==> src/rtl/lsu_pkg.sv <==
// Shared types and constants for the load/store unit: FSM state encoding,
// RISC-V funct3 access codes and the two-bit access-size codes.
package lsu_pkg;

  typedef enum logic [1:0] {
    IDLE = 2'd0,
    WAIT = 2'd1,
    DONE = 2'd2
  } state_t;

  // funct3 encodings of the load/store instructions
  localparam logic [2:0] F3_B  = 3'b000;
  localparam logic [2:0] F3_H  = 3'b001;
  localparam logic [2:0] F3_W  = 3'b010;
  localparam logic [2:0] F3_BU = 3'b100;
  localparam logic [2:0] F3_HU = 3'b101;

  // Access size is funct3[1:0]; anything other than byte/half is a word
  localparam logic [1:0] SZ_B = 2'b00;
  localparam logic [1:0] SZ_H = 2'b01;

endpackage

==> src/rtl/lsu_align.sv <==
// Combinational lane logic for the load/store unit: store byte enables and
// lane replication from the incoming request, plus load byte/half selection
// and sign/zero extension from the latched request and the memory word.
module lsu_align
  import lsu_pkg::*;
(
  input  logic [1:0]  st_size,
  input  logic [1:0]  st_off,
  input  logic        st_we,
  input  logic [31:0] st_wdata,
  output logic [3:0]  be,
  output logic [31:0] wdata_rep,
  input  logic [2:0]  ld_funct3,
  input  logic [1:0]  ld_off,
  input  logic [31:0] ld_word,
  output logic [31:0] ld_data
);

  logic [7:0]  byte_sel;
  logic [15:0] half_sel;

  // Store lanes: loads read the full word; a half ignores addr[0]
  always_comb begin
    // NOTE: every output gets a default first so no path infers a latch.
    be        = 4'b1111;
    wdata_rep = '0;
    if (st_we) begin
      case (st_size)
        SZ_B: begin
          be        = 4'b0001 << st_off;
          wdata_rep = {4{st_wdata[7:0]}};
        end
        SZ_H: begin
          be        = 4'b0011 << {st_off[1], 1'b0};
          wdata_rep = {2{st_wdata[15:0]}};
        end
        default: begin
          be        = 4'b1111;
          wdata_rep = st_wdata;
        end
      endcase
    end
  end

  // Load extraction: pick the addressed byte/half, then extend
  always_comb begin
    byte_sel = ld_word[{ld_off, 3'b000} +: 8];
    half_sel = ld_off[1] ? ld_word[31:16] : ld_word[15:0];
    case (ld_funct3)
      F3_B:    ld_data = {{24{byte_sel[7]}}, byte_sel};
      F3_BU:   ld_data = {24'b0, byte_sel};
      F3_H:    ld_data = {{16{half_sel[15]}}, half_sel};
      F3_HU:   ld_data = {16'b0, half_sel};
      default: ld_data = ld_word;
    endcase
  end

endmodule

==> src/rtl/lsu.sv <==
// Load/store unit: IDLE/WAIT/DONE handshake FSM with timeout, stalling the
// core until a byte/half/word access to the backing memory completes.
// Optional feature macro: LSU_MISALIGN_TRAP_EN (misaligned accesses abort
// with err instead of being silently aligned down).
module lsu
  import lsu_pkg::*;
#(
  parameter int TIMEOUT = 16
) (
  input  logic        clk,
  input  logic        reset,
  input  logic        req_valid,
  input  logic        req_we,
  input  logic [2:0]  funct3,
  input  logic [31:0] addr,
  input  logic [31:0] wdata,
  output logic        stall,
  output logic [31:0] rdata,
  output logic        err,
  output logic        mem_req,
  output logic        mem_we,
  output logic [31:0] mem_addr,
  output logic [3:0]  mem_be,
  output logic [31:0] mem_wdata,
  input  logic        mem_ready,
  input  logic [31:0] mem_rdata
);

  localparam logic [7:0] TCNT_LAST = 8'(TIMEOUT - 1);

  state_t      state;
  logic [7:0]  tcnt;
  logic [2:0]  funct3_q;
  logic [1:0]  off_q;
  logic [3:0]  be_c;
  logic [31:0] wdata_c;
  logic [31:0] ld_data_c;
  logic        misaligned;

  lsu_align u_align (
    .st_size   (funct3[1:0]),
    .st_off    (addr[1:0]),
    .st_we     (req_we),
    .st_wdata  (wdata),
    .be        (be_c),
    .wdata_rep (wdata_c),
    .ld_funct3 (funct3_q),
    .ld_off    (off_q),
    .ld_word   (mem_rdata),
    .ld_data   (ld_data_c)
  );

`ifdef LSU_MISALIGN_TRAP_EN
  // Misalignment check on the incoming request
  always_comb begin
    case (funct3[1:0])
      SZ_B:    misaligned = 1'b0;
      SZ_H:    misaligned = addr[0];
      default: misaligned = |addr[1:0];
    endcase
  end
`else
  // Without the trap, misaligned accesses are aligned down by the lane logic
  assign misaligned = 1'b0;
`endif

  // mem_req follows state only, so it drops the instant reset lands in WAIT.
  // stall must be combinational from req_valid to freeze the PC in the
  // request cycle itself.
  assign mem_req = (state == WAIT);
  assign stall   = !reset && ((state == IDLE && req_valid) || state == WAIT);

  // Handshake FSM with timeout counter and registered memory/result outputs
  always_ff @(posedge clk or posedge reset) begin
    if (reset) begin
      state     <= IDLE;
      tcnt      <= '0;
      funct3_q  <= '0;
      off_q     <= '0;
      mem_we    <= 1'b0;
      mem_addr  <= '0;
      mem_be    <= '0;
      mem_wdata <= '0;
      rdata     <= '0;
      err       <= 1'b0;
    end else begin
      // NOTE: sequential state uses non-blocking assignments only.
      case (state)
        IDLE: begin
          if (req_valid) begin
            funct3_q <= funct3;
            off_q    <= addr[1:0];
            tcnt     <= '0;
            mem_addr <= {addr[31:2], 2'b00};
            if (misaligned) begin
              // Abort without touching memory
              mem_we    <= 1'b0;
              mem_be    <= '0;
              mem_wdata <= '0;
              rdata     <= '0;
              err       <= 1'b1;
              state     <= DONE;
            end else begin
              mem_we    <= req_we;
              mem_be    <= be_c;
              mem_wdata <= wdata_c;
              state     <= WAIT;
            end
          end
        end
        WAIT: begin
          if (mem_ready) begin
            rdata <= mem_we ? '0 : ld_data_c;
            err   <= 1'b0;
            state <= DONE;
          end else if (tcnt == TCNT_LAST) begin
            rdata <= '0;
            err   <= 1'b1;
            state <= DONE;
          end else begin
            tcnt <= tcnt + 8'd1;
          end
        end
        DONE: begin
          // Results are valid for the DONE cycle only
          rdata <= '0;
          err   <= 1'b0;
          state <= IDLE;
        end
        default: state <= IDLE;
      endcase
    end
  end

endmodule

==> config.mk <==
export PLATFORM = sky130hd
export DESIGN_NAME = lsu
export DESIGN_NICKNAME = d
export VERILOG_FILES = /design/src/rtl/lsu_pkg.sv /design/src/rtl/lsu_align.sv /design/src/rtl/lsu.sv
export SDC_FILE = /design/constraint.sdc
export NUM_CORES = 1
export LEC_CHECK = 0
export CORE_ASPECT_RATIO = 1.4
export CORE_UTILIZATION = 44
export CTS_BUF_LIST = sky130_fd_sc_hd__clkbuf_4 sky130_fd_sc_hd__clkbuf_8 sky130_fd_sc_hd__clkbuf_16
export DETAILED_ROUTE_END_ITERATION = 7
export GPL_ROUTABILITY_DRIVEN = 0
export GPL_TIMING_DRIVEN = 0
export PLACE_DENSITY = 0.88
export SLEW_MARGIN = 20
export SYNTH_ARGS = -nofsm -noshare
export SYNTH_HDL_FRONTEND = slang
export SYNTH_SLANG_ARGS = --single-unit
==> constraint.sdc <==
create_clock -name clk -period 4.45 [get_ports clk]
set_input_delay 0.6675 -clock clk [delete_from_list [all_inputs] [get_ports clk]]
set_output_delay 0.6675 -clock clk [all_outputs]
set_load 0.03 [all_outputs]
### Word-level counts from Yosys, hierarchy flattened

Index checks and enable logic that the tools add are counted.
W data, S select, Z words.

* bits in registers: 115
* input bits: 104
* output and inout bits: 104
* word-level logic and storage cells: 59

* $add $sub $neg: 1
* equal/unequal tests: 11
* shifts and indexed selects: 3
* mux-type cells: 21
* reductions and logical operators: 13

Operator list (count)
* $mux W32: 4
* $pmux W32 S2: 2
* $pmux W32 S4: 1
* $shiftx A32 B6 Y8: 1
* $mux W8: 3
* $mux W16: 1
* $pmux W8 S2: 1
* $add A8 B1 Y8 const B: 1
* $eq A8 B4 Y1 const B: 1
* $pmux W4 S2: 1
* $eq A3 B3 Y1 const B: 2
* $mux W2: 3
* $ne A2 B2 Y1 const B: 3
* $reduce_and A2 Y1: 3
* $eq A2 B1 Y1 const B: 2
* $logic_not A2 Y1: 2
* $mux W4: 1
* $pmux W2 S2: 1
* $reduce_and A4 Y1: 1
* $reduce_bool A2 Y1: 2
* $shl A1 B2 Y4 const A: 1
* $shl A2 B2 Y4 const A: 1
* $eq A3 B1 Y1 const B: 1
* $logic_not A3 Y1: 1
* 7 further kinds: 9

### Longest topological paths before layout

Gate-level depths: netlist (run 1).

* depth in word-level cells: 5
* gate-level depth with buffers: 8

### Modules after synthesis

From an unflattened synthesis (run 1), not the netlist that was laid out.

* cell total of the unflattened synthesis: 589
* area, all modules: 6158.4 um^2

By module, submodules not included
* lsu: instances 1, cells each 366, area an instance 4778.3 um^2, sequential area each 2877.8 um^2
* lsu_align: instances 1, cells each 223, area an instance 1380.1 um^2, sequential area each 0.0 um^2

### Worst setup path before layout (run 1)

No wires, ideal clock.

* kind: in2out
* from: input port req_valid
* to: output port stall
* arrival time: 1712 ps
* data required time: 3783 ps
* path slack: 2070 ps
* stages: 5
* buffers on the path: 2
* path through: and2_1 clkbuf_1 clkbuf_1 nor2_1 nor2_1

* longest elaborated chain between the ends: 3

RTL lines
* from (decl): RTL line lsu.sv:12 `input logic req_valid,`
* $logic_and A1 B1 Y1: RTL line lsu.sv:71 `assign stall = !reset && ((state == IDLE && req_valid) || state == WAIT);`
* $logic_or A1 B1 Y1: RTL line lsu.sv:71
* $logic_and A1 B1 Y1: RTL line lsu.sv:71
* to (decl): RTL line lsu.sv:17 `output logic stall,`

No other way between the ends.

### Worst setup path in the final report (run 1)

Ends and elaborated chain as after synthesis.

==> run_results.csv, run 1 <==
group,metric,value,unit
cts,cts_repair_resize_count,0,
cts,postCtsSetupBuffers,0,
synthesis,netlist_top_cells_area,"dfrtp_1 53%, nand2_1 12%, mux2i_1 7.6%",
route,detailedRoute.firstIterationViolations,342,
synthesis,synthDominantAreaCellType,"dfrtp_1",
sta,worst_hold_slack,463,ps
worst_setup_path,crit_chain,"clkdlybuf4s50_1, and2_1, clkbuf_1, clkbuf_1, nor2_1, nor2_1, clkdlybuf4s50_1",
synthesis,seq_area_frac_synth,53.0,%
synthesis,synth_edf_count,0,
grt,grt_overflow_total,0,
route,finalWirelength,17.3,mm
floorplanning,die_width,95.9,um
layout,nNetsFinal,901,
route,post-route-drc-count,0,
sta,max_freq,271,MHz
place,placed_cells_incl_taps,921,
worst_setup_path,timing_worst_setup_path_type,"input port to output port",
route,drt.antenna.violating_nets,0,
worst_setup_path,critical_path_cell_count,7,
synthesis,ys_warn_count,0,
synthesis,asyncSetResetFlopFracSynth,100,%
sta,fin_skew,18.0,ps
sta,final_min_period_over_clock_period,82.9,%
cts,ctsRootBufferMaster,"clkbuf_16",
cts,cts_buffer_depth,2,
sta,finalHoldViolations,0,
floorplanning,coreArea,0.0119,mm2
grt,grt_antenna_before_repair,0,
worst_setup_path,critical_path.n_buffers_inverters,4,
sta,rsz0062_at_grt,"no",
worst_setup_path,timing.critical_path.to_type,"output port",
layout,finish.cell_count_without_fillers,953,
cts,clk-insertion-delay-late,420,ps
sta,postLayoutSetupSlackWorst,761,ps
sta,final.min_clock_period,3690,ps
floorplanning,initial_utilization,45.5,%
grt,grt.total_usage,28.5,%
cts,worst_setup_hold_path_clk_slew,50,ps
route,first_pass_iters,6,
min_path,hold-path-cell-count,2,
place,io_buffer_count,203,
worst_setup_path,worst-r2r-cell-count,7,
grt,grt_pass1_vias,5641,
synthesis,yosys.area.top_type_share,53.0,%
worst_setup_path,crit_required,3780,ps
floorplanning,chipHeight,133,um
synthesis,synth_cell_type_count,50,
synthesis,synth_area_per_cell,9.55,um2
grt,grt_first_pass_wirelength,27.4,mm
floorplanning,boundaryPins,208,
sta,max_slew_violations,0,
route,vias_per_cell,5.53,
power_and_ir_drop,power_density,747,mW/mm2
cts,ctsHtreeMaxLevel,4,
place,detailedPlace.worstSlack,724,ps
layout,area_growth,53.2,%
status,result_of_the_run,"finished clean",
worst_setup_path,critPathMaxStageDelay,670,ps
sta,worst-slew-pin-transition,709,ps
synthesis,yosys_most_used_dff,"dfrtp_1",
cts,hold_buffers,0,
worst_setup_path,cpLargestDelayFamily,"buffers and inverters",
sta,slew-limit-headroom,52.6,%
floorplanning,design.die.area,0.0128,mm2
worst_setup_path,cp.arrival,3020,ps
sta,finish_stage_setup_viols,0,
flow_run,cap_violations,0,
synthesis,synth_commonest_cells,"177 x nand2_1, 115 x dfrtp_1, 48 x o21ai_0, 41 x mux2i_1, 27 x clkbuf_1",
synthesis,gate_count_post_synth,569,
cts,numCtsBuffers,17,
worst_setup_path,crit_fanout,10,
floorplanning,placement_rows,47,
grt,grt_start_max_net_pins,68,
layout,antenna_cells,0,
worst_setup_path,worst_setup_path_start_kind,"input port",
route,dr_total_vias,5270,
synthesis,most_common_cell_in_the_netlist,"nand2_1",
layout,drive_above_1_share,6.70,%
power_and_ir_drop,vdd.ir_drop.worst,0.405,mV
synthesis,syn_area,0.00543,mm2
place,detailedPlacementHpwl,13.2,mm
cts,cts_tree,"done",
power_and_ir_drop,cellLeakagePower,3.77,nW
worst_setup_path,slowest_stage,"clkdlybuf4s50_1",
cts,clock_sinks,115,
min_path,worst_hold_path_type,"register to register",
synthesis,synth.ff_latch_count,115,
route,drt-wirelength-per-cell,18.1,um
[kinds of logic after synthesis]
kind of cell             after synthesis  share of synthesized area [%]
buffers and inverters                 42                           3.29
adder cells (fa/ha/maj)                4                          0.921
multiplexers                          44                           8.18
XOR/XNOR                               1                          0.161
AND/OR/NAND/NOR                      242                           19.3
other                                  1                         0.0690
flip-flops                           115                           53.0
AO/OA/AOI/OAI                        120                           15.1
[layout make-up]
type	instances	area (um2)
Buffer	36	156
Clock buffer	20	454
Clock inverter	12	181
Fill cell	892	3620
Inverter	6	27.5
Multi-Input combinational cell	413	2380
Sequential cell	115	2880
Tap cell	147	184
Timing Repair Buffer	204	2060
[worst reg2reg max path, delay by kind of cell, from the launching register on]
family,cells,cell delay [ps]
AO/OA/AOI/OAI,2,510
AND/OR/NAND/NOR,1,180
buffers and inverters,3,850
adder cells (fa/ha/maj),1,320
flip-flops,1,390
[placed cells by master (no fill, tap or decap), types with 2 or more instances in the layout]
cell and count:
nand2_1 177, nand2b_1 13, nand3_1 9, o22ai_1 2
nor2b_1 3, nor3_1 2, nor2_1 17, clkinv_4 3
clkbuf_16 17, clkbuf_1 27, or3_1 2, ha_1 4
a21oi_1 16, nand4_1 2, buf_2 5, clkdlybuf4s50_1 203
a21o_1 7, mux2i_1 41, nor3b_1 4, conb_1 2
dfrtp_1 115, buf_4 2, and2_1 3, o31ai_1 6
clkbuf_4 2, o21ai_0 48, o211ai_1 4, a221o_1 18
inv_1 5, and3_1 2, o21a_1 2, mux2_2 3
a211oi_1 7, bufinv_16 4, clkinvlp_4 4
[sequential cells by signal, indices dropped and copies added, names as in the netlist, 2 cells and up]
name and count:
mem_be 4, state 2, rdata 32, mem_wdata 32, funct3_q 3, off_q 2, tcnt 8, mem_addr 30
[power by group]
group          switching, mW  internal, mW
Clock                  0.481         0.964
Sequential             0.253          1.46
Combinational           1.88          1.17
[routing by layer]
| metal | vias up | part of all wire (%) | track usage, % |
|---|---|---|---|
| met3 | 66 | 8.7 | 10.1 |
| met2 | 294 | 52 | 49.3 |
| met5 | - | 0 | 0 |
| met1 | 2498 | 34 | 28.6 |
| li1 | 2412 | - | - |
| met4 | 0 | 5.4 | 17.0 |
[metrics by stage]
step | power, mW | utilization [%] | instance area (um2) | setup TNS [ps]
floorplan | 3.48 | - | 5440 | 0
global placement | 4.65 | 64.1 | 7650 | -91170
detailed placement | 4.77 | 64.4 | 7680 | 0
CTS | 6.24 | 69.7 | 8320 | 0
global route | 6.54 | 69.7 | 8320 | 0
finish | 6.22 | 69.7 | 8320 | 0
[final timing paths]
path	from	endpoint	slack, ps
min reg2reg	mem_wdata[0]	mem_wdata[0]	460
min in group asynchronous	reset	tcnt[4]	700
max reg2reg	state[1]	rdata[6]	2060
max	req_valid	stall	760
max in group asynchronous	reset	mem_wdata[18]	3080
min	mem_wdata[0]	mem_wdata[0]	460
(Power assumes the default switching activity.)
==> run 2, diff against run 1 <==
Clock period 4.45 ns to 3.85 ns, I/O delays scaled along.
==> results of run 2 <==
The final DEF is identical to that of run 1. Status: finished clean.
Among the figures that moved: setup slack after placement 724 ps -> 304 ps; setup slack after layout 761 ps -> 341 ps; register-to-register setup slack 2060 ps -> 1460 ps; total power 6.22 mW -> 7.18 mW; worst IR drop on VDD 0.405 mV -> 0.468 mV
